[config.mk]
export PLATFORM = sky130hd
export DESIGN_NAME = coef_rom_streamer
export DESIGN_NICKNAME = d
export VERILOG_FILES = /design/src/rtl/jpeg_coef_pkg.sv /design/src/rtl/coef_rom_bank.sv /design/src/rtl/coef_rom_streamer.sv
export SDC_FILE = /design/constraint.sdc
export NUM_CORES = 1
export LEC_CHECK = 0
export ABC_AREA = 1
export CAP_MARGIN = 20
export CORE_ASPECT_RATIO = 0.5
export CORE_MARGIN = 4
export CORE_UTILIZATION = 55
export DETAILED_ROUTE_END_ITERATION = 8
export GPL_ROUTABILITY_DRIVEN = 0
export PLACE_DENSITY = 0.81
export SLEW_MARGIN = 10
export SYNTH_ARGS = -nofsm -noshare
export SYNTH_HDL_FRONTEND = slang
export SYNTH_SLANG_ARGS = --single-unit
[constraint.sdc]
create_clock -name clk -period 5.8 [get_ports clk]
set_clock_uncertainty 0.1 [all_clocks]
set_input_delay 0.87 -clock clk [delete_from_list [all_inputs] [get_ports clk]]
set_output_delay 0.87 -clock clk [all_outputs]
set_load 0.05 [all_outputs]
[src/rtl/jpeg_coef_pkg.sv]
// ============================================================================
// Module      : jpeg_coef_pkg
// Description : Shared defaults, DCT coefficient tables and sequencer states.
// Revision    : 1.0 - initial release
// ============================================================================
`default_nettype none

package jpeg_coef_pkg;

    localparam int COEF_W_DEF  = 11;
    localparam int ADDR_W_DEF  = 4;
    localparam int TABLE_DEPTH = 16;

    localparam int BANK0_TABLE [TABLE_DEPTH] = '{
        502, 425, 284, 36, -99, 362, 362, 362,
        362, 362, 362, 362, 362, 362, 362, 362
    };
    localparam int BANK1_TABLE [TABLE_DEPTH] = '{default: 362};

    typedef enum logic [1:0] {
        IDLE  = 2'd0,
        RUN   = 2'd1,
        DRAIN = 2'd2
    } seq_state_t;

    // Banks beyond the tabulated ones, and addresses beyond the tables, read 0.
    function automatic int coef_value(input int bank, input int addr);
        logic [3:0] idx;
        int         value;
        idx   = addr[3:0];
        value = 0;
        if (addr >= 0 && addr < TABLE_DEPTH) begin
            if (bank == 0) begin
                value = BANK0_TABLE[idx];
            end else if (bank == 1) begin
                value = BANK1_TABLE[idx];
            end
        end
        return value;
    endfunction

endpackage

`default_nettype wire

[src/rtl/coef_rom_bank.sv]
// ============================================================================
// Module      : coef_rom_bank
// Description : Registered single-port coefficient ROM, one-cycle read latency.
// Revision    : 1.0 - initial release
// ============================================================================
`default_nettype none

module coef_rom_bank
    import jpeg_coef_pkg::*;
#(
    parameter int COEF_W   = COEF_W_DEF,
    parameter int ADDR_W   = ADDR_W_DEF,
    parameter int BANK_IDX = 0
)(
    input  logic              clk,
    input  logic              rst,
    input  logic [ADDR_W-1:0] addr,
    output logic [COEF_W-1:0] data
);

    logic [COEF_W-1:0] r_data;

    always_ff @(posedge clk) begin
        if (rst) begin
            r_data <= '0;
        end else begin
            r_data <= COEF_W'(coef_value(BANK_IDX, int'(addr)));
        end
    end

    assign data = r_data;

endmodule

`default_nettype wire

[src/rtl/coef_rom_streamer.sv]
// ============================================================================
// Module      : coef_rom_streamer
// Description : Multi-bank coefficient ROM with random-access port and a
//               flow-controlled burst streamer with optional sign mirroring.
// Revision    : 1.0 - initial release
// ============================================================================
`default_nettype none

module coef_rom_streamer
    import jpeg_coef_pkg::*;
#(
    parameter  int COEF_W    = COEF_W_DEF,
    parameter  int ADDR_W    = ADDR_W_DEF,
    parameter  int NUM_BANKS = 2,
    localparam int BANK_W    = (NUM_BANKS > 1) ? $clog2(NUM_BANKS) : 1
)(
    input  logic              clk,
    input  logic              rst,
    input  logic [ADDR_W-1:0] addr,
    output logic [COEF_W-1:0] data_out,
    input  logic              start,
    input  logic [BANK_W-1:0] bank_sel,
    input  logic [ADDR_W-1:0] start_addr,
    input  logic [ADDR_W:0]   length,
    input  logic              mirror,
    output logic [COEF_W-1:0] out_data,
    output logic              out_valid,
    input  logic              out_ready,
    output logic              out_last,
    output logic              busy
);

    localparam logic [COEF_W-1:0] COEF_MIN = {1'b1, {(COEF_W-1){1'b0}}};
    localparam logic [COEF_W-1:0] COEF_MAX = {1'b0, {(COEF_W-1){1'b1}}};

    seq_state_t        r_state;
    seq_state_t        w_state_next;
    logic [BANK_W-1:0] r_bank;
    logic [ADDR_W-1:0] r_addr;
    logic [ADDR_W:0]   r_remaining;
    logic              r_mirror;
    logic              r_inflight;
    logic              r_inflight_last;
    logic [COEF_W-1:0] r_buf_data [2];
    logic [1:0]        r_buf_last;
    logic              r_head;
    logic [1:0]        r_count;

    logic [COEF_W-1:0] w_rom_q [NUM_BANKS];
    logic [COEF_W-1:0] w_rd_data;
    logic [COEF_W-1:0] w_push_data;
    logic [2:0]        w_slots;
    logic              w_pop;
    logic              w_issue;
    logic              w_accept;
    logic              w_tail;
    logic              w_final_read;

    for (genvar i = 0; i < NUM_BANKS; i++) begin : g_bank
        coef_rom_bank #(
            .COEF_W   (COEF_W),
            .ADDR_W   (ADDR_W),
            .BANK_IDX (i)
        ) u_rom (
            .clk  (clk),
            .rst  (rst),
            .addr (r_addr),
            .data (w_rom_q[i])
        );
    end

    coef_rom_bank #(
        .COEF_W   (COEF_W),
        .ADDR_W   (ADDR_W),
        .BANK_IDX (0)
    ) u_ra_rom (
        .clk  (clk),
        .rst  (rst),
        .addr (addr),
        .data (data_out)
    );

    assign out_valid    = (r_count != 2'd0);
    assign out_data     = r_buf_data[r_head];
    assign out_last     = r_buf_last[r_head] & out_valid;
    assign busy         = (r_state != IDLE);
    assign w_pop        = out_valid & out_ready;
    assign w_tail       = r_head ^ r_count[0];
    assign w_final_read = (r_remaining == (ADDR_W+1)'(1));

    // Buffer occupancy after this cycle's pop, counting the read already in flight.
    assign w_slots = 3'(r_count) + 3'(r_inflight) - 3'(w_pop);
    assign w_issue = (r_state == RUN) && (w_slots < 3'd2);

    always_ff @(posedge clk) begin
        if (rst) begin
            r_state <= IDLE;
        end else begin
            r_state <= w_state_next;
        end
    end

    always_comb begin
        w_state_next = r_state;
        w_accept     = 1'b0;
        case (r_state)
            IDLE: begin
                if (start && (length != '0)) begin
                    w_state_next = RUN;
                    w_accept     = 1'b1;
                end
            end
            RUN: begin
                if (w_issue && w_final_read) begin
                    w_state_next = DRAIN;
                end
            end
            DRAIN: begin
                if (w_pop && out_last) begin
                    w_state_next = IDLE;
                end
            end
            default: w_state_next = IDLE;
        endcase
    end

    always_ff @(posedge clk) begin
        if (rst) begin
            r_bank          <= '0;
            r_addr          <= '0;
            r_remaining     <= '0;
            r_mirror        <= 1'b0;
            r_inflight      <= 1'b0;
            r_inflight_last <= 1'b0;
        end else begin
            r_inflight      <= w_issue;
            r_inflight_last <= w_issue && w_final_read;
            if (w_accept) begin
                r_bank      <= bank_sel;
                r_addr      <= start_addr;
                r_remaining <= length;
                r_mirror    <= mirror;
            end else if (w_issue) begin
                r_addr      <= r_addr + ADDR_W'(1);
                r_remaining <= r_remaining - (ADDR_W+1)'(1);
            end
        end
    end

    always_comb begin
        w_rd_data = '0;
        for (int i = 0; i < NUM_BANKS; i++) begin
            if (r_bank == BANK_W'(i)) begin
                w_rd_data = w_rom_q[i];
            end
        end
        w_push_data = w_rd_data;
        if (r_mirror) begin
            w_push_data = (w_rd_data == COEF_MIN) ? COEF_MAX : (~w_rd_data + COEF_W'(1));
        end
    end

    always_ff @(posedge clk) begin
        if (rst) begin
            r_buf_data[0] <= '0;
            r_buf_data[1] <= '0;
            r_buf_last    <= '0;
            r_head        <= 1'b0;
            r_count       <= 2'd0;
        end else begin
            if (r_inflight) begin
                r_buf_data[w_tail] <= w_push_data;
                r_buf_last[w_tail] <= r_inflight_last;
            end
            if (w_pop) begin
                r_head <= ~r_head;
            end
            r_count <= r_count + {1'b0, r_inflight} - {1'b0, w_pop};
        end
    end

endmodule

`default_nettype wire

==> impl_results.md <==
- Status: complete, no violations
- Fillers: a little under 400
- HP Class: flip-flop to flip-flop
- Data arrival, critical path: around 3.2 ns
- Layout area overhead: 20.27%
- Final WL: ~6100 um
- Core ar.: approximately 0.005 mm2
- Crit start category: input port
- Worst Hold Path EP: r_state[1]
- Adder-cell share of the synthesized area: a little over 7%
- Synthesized instance count: 361
- Drt drc: 0
- Initial antenna violation count: 0
- Die width: approximately 110 um
- Final Hold Fails: 0
- EDFF count, synth: 22
- Slew Limit Headroom: 51.79%
- Share of layout cells above drive strength 1: around 8.5%
- Die area: 0.006833 mm2
- CTS Sinks: 62
- DR iter-0 viols: 105
- First-pass GRT wire length: between 10000 and 15000 um
- Final nets: about 440
- Period Utilization, post-route: 57.69%
- Non-filler cells, final: 480
- Post-synthesis compound-gate area fraction: about 7.8%
- XOR/XNOR share of the synthesized area: under 10%
- Synth cell types: 28
- Worst hold path cell count: 2
- Setup Fix Bufs, Post-CTS: 0
- Crit path max fanout: 20
- Net Count, Synth: approximately 400
- GR Overflow Total: 0
- R2r startpoint: r_count[1]
- H-tree depth: 3
- TritonCTS clock tree: yes
- Clock slew seen by the registers of the worst setup and hold paths: approximately 0.060 ns
- Initial Util: between 50% and 60%
- MaxCap Viol Count: 0
- Mean post-synth cell area: between 8 and 9 um2
- I/O Pins: 44
- Worst Path Required: 5.67 ns
- Fin crit period: 3.346 ns
- HPWL after detailed placement: around 4600 um
- Num CTS Buffers: 9
- Via count: around 2.4k
- Cts repair resizes: 0
- Vias in the first global route: around 2.3k
- CP Capture Type: flip-flop
- # hold bufs at CTS: 0
- Cells after DPL: 464
- RSZ-0062 raised after global routing: false
- VDD IR max: about 0.20 mV
- Sequential-to-total area share from yosys stat: about 48%
- Fin Setup TNS: 0 ns
- Power density over cell area: ~400 mW/mm2
- Port bufs: between 40 and 50
- Largest net degree at the start of global routing: 21
- Area of the multi-input gates: roughly 0.0013 mm2
- Flop and latch count out of synthesis: 62
- Reg2Reg Setup Slack: approximately 3.2 ns
- Skew-Pair Late Insertion Delay: 0.33 ns
- Slew Limit Fails: 0
- CTS Buffer Depth: 2
- Pleak: about 1.6 nW
- Root buffer cell: clkbuf_8
- Most frequent cells in the layout: nand2_1, nor2_1, inv_1
- Simple-gate share of the synthesized area: between 20% and 30%
- Die Height: between 60 and 70 um
- FF+latch area: approximately 0.0015 mm2
- Async S/R FF share, synth: 0%
- Detailed Routing Iterations Pass 1: 4
- Ys Warns: 0
- Reg2Reg Capture Point: r_addr[1]
- Total GRT Usage: 18.98%
- Detail Route Antenna Nets: 0
- Ys flop type: dfxtp_1
- Post-Syn Area: 0.003030 mm2
- # diodes: 0
- Post-synthesis mux area share: 4.088%
- Fmax: ~300 MHz
- Via/cell ratio: around 5
- Tightest Pin Transition: ~0.72 ns
- Worst hold start: r_state[1]
- Crit path kind: input port to flip-flop
- Wire per inst: 12.69 um
- Main combinational cell family by area after synthesis: simple AND/OR/NAND/NOR gates
- Worst reg2reg path depth: 14
- Row count: 18
- Final setup viols: 0
[power breakdown]
group,switching [mW],internal [mW]
clock network,0.157,0.151
registers,0.0501,0.519
logic,0.368,0.208
[per-stage QoR]
step / util [%] / hold WS, ns / power, mW / setup slack [ns] / area (um2)
finish: 71.29 / 0.3904 / 1.454 / 2.454 / 3645
global route: 71.29 / 0.4139 / 1.555 / 2.272 / 3645
CTS: 71.29 / 0.3926 / 1.463 / 2.455 / 3645
detailed placement: 68.21 / 0.3793 / 1.153 / 2.109 / 3487
global placement: 68.21 / 0.3715 / 1.127 / 2.308 / 3487
floorplan: - / 0.3447 / 1.001 / 3.050 / 3030
[cells in the mapped netlist (all sizes together), types with 2 or more instances]
library cell | instances | area share (%)
ha | 16 | 6.6
o21ai | 24 | 4.0
nand3b | 2 | 0.50
nor3 | 3 | 0.50
mux2 | 11 | 4.1
xor2 | 10 | 2.9
dfxtp | 40 | 26
buf | 8 | 1.8
or2 | 2 | 0.41
nand2 | 67 | 9.0
clkbuf | 2 | 0.25
a21oi | 22 | 3.6
edfxtp | 22 | 22
xnor2 | 2 | 0.58
inv | 51 | 6.3
nor2 | 64 | 8.1
nand3 | 11 | 1.8
[area by class of cell]
cell class              count  area share, %
inverters                  51          5.252
clock buffers              11          3.605
flip-flops and latches     62          40.10
multi-input cells         238          36.11
repair buffers             43          11.81
well taps                  70          2.403
clock inverters             5         0.7209
[metal layers]
metal	wire length (um)	GRT usage, %
met5	0	0
met4	66	5.651
met3	321	5.976
met2	2977	34.60
met1	2724	22.17
[worst max-delay path by stage]
stage,startpoint,end,slack [ns],cells past startpoint
after floorplan,out_ready,r_addr[1],3.05,12
after global placement,rst,r_buf_data[0][1],2.31,4
after detailed placement,rst,r_buf_data[1][5],2.11,4
after CTS,rst,r_buf_data[1][10],2.45,4
after global routing,rst,r_buf_data[1][10],2.27,4
final,rst,r_buf_data[1][10],2.45,4
[critical path: stages]
cell	delay, ns
clkdlybuf4s50_1	0.78
inv_1	0.56
nand3_1	0.45
nand2_1	0.54
[registers in the layout (all words and copies together), names as in the netlist, named ones only]
| register | flops |
|---|---|
| r_buf_data | 22 |
| g_bank.u_rom.data | 10 |
| u_ra_rom.data | 8 |
| r_remaining | 5 |
| r_addr | 4 |
| r_buf_last | 2 |
| r_count | 2 |
| r_state | 2 |
| data_out | 1 |
| r_bank | 1 |
| r_head | 1 |
| r_inflight | 1 |
| r_inflight_last | 1 |
| r_mirror | 1 |
[cell families (layout without fill, tap and decap cells)]
kind of cell	Yosys count	in the layout
xor gates and xnor gates	12	12
adders and majority gates	17	17
AOI/OAI and AO/OA	47	47
and+or+nand+nor	151	151
buffers and inverters	61	110
DFF	62	62
muxes	11	11
(Power assumes the default switching activity.)
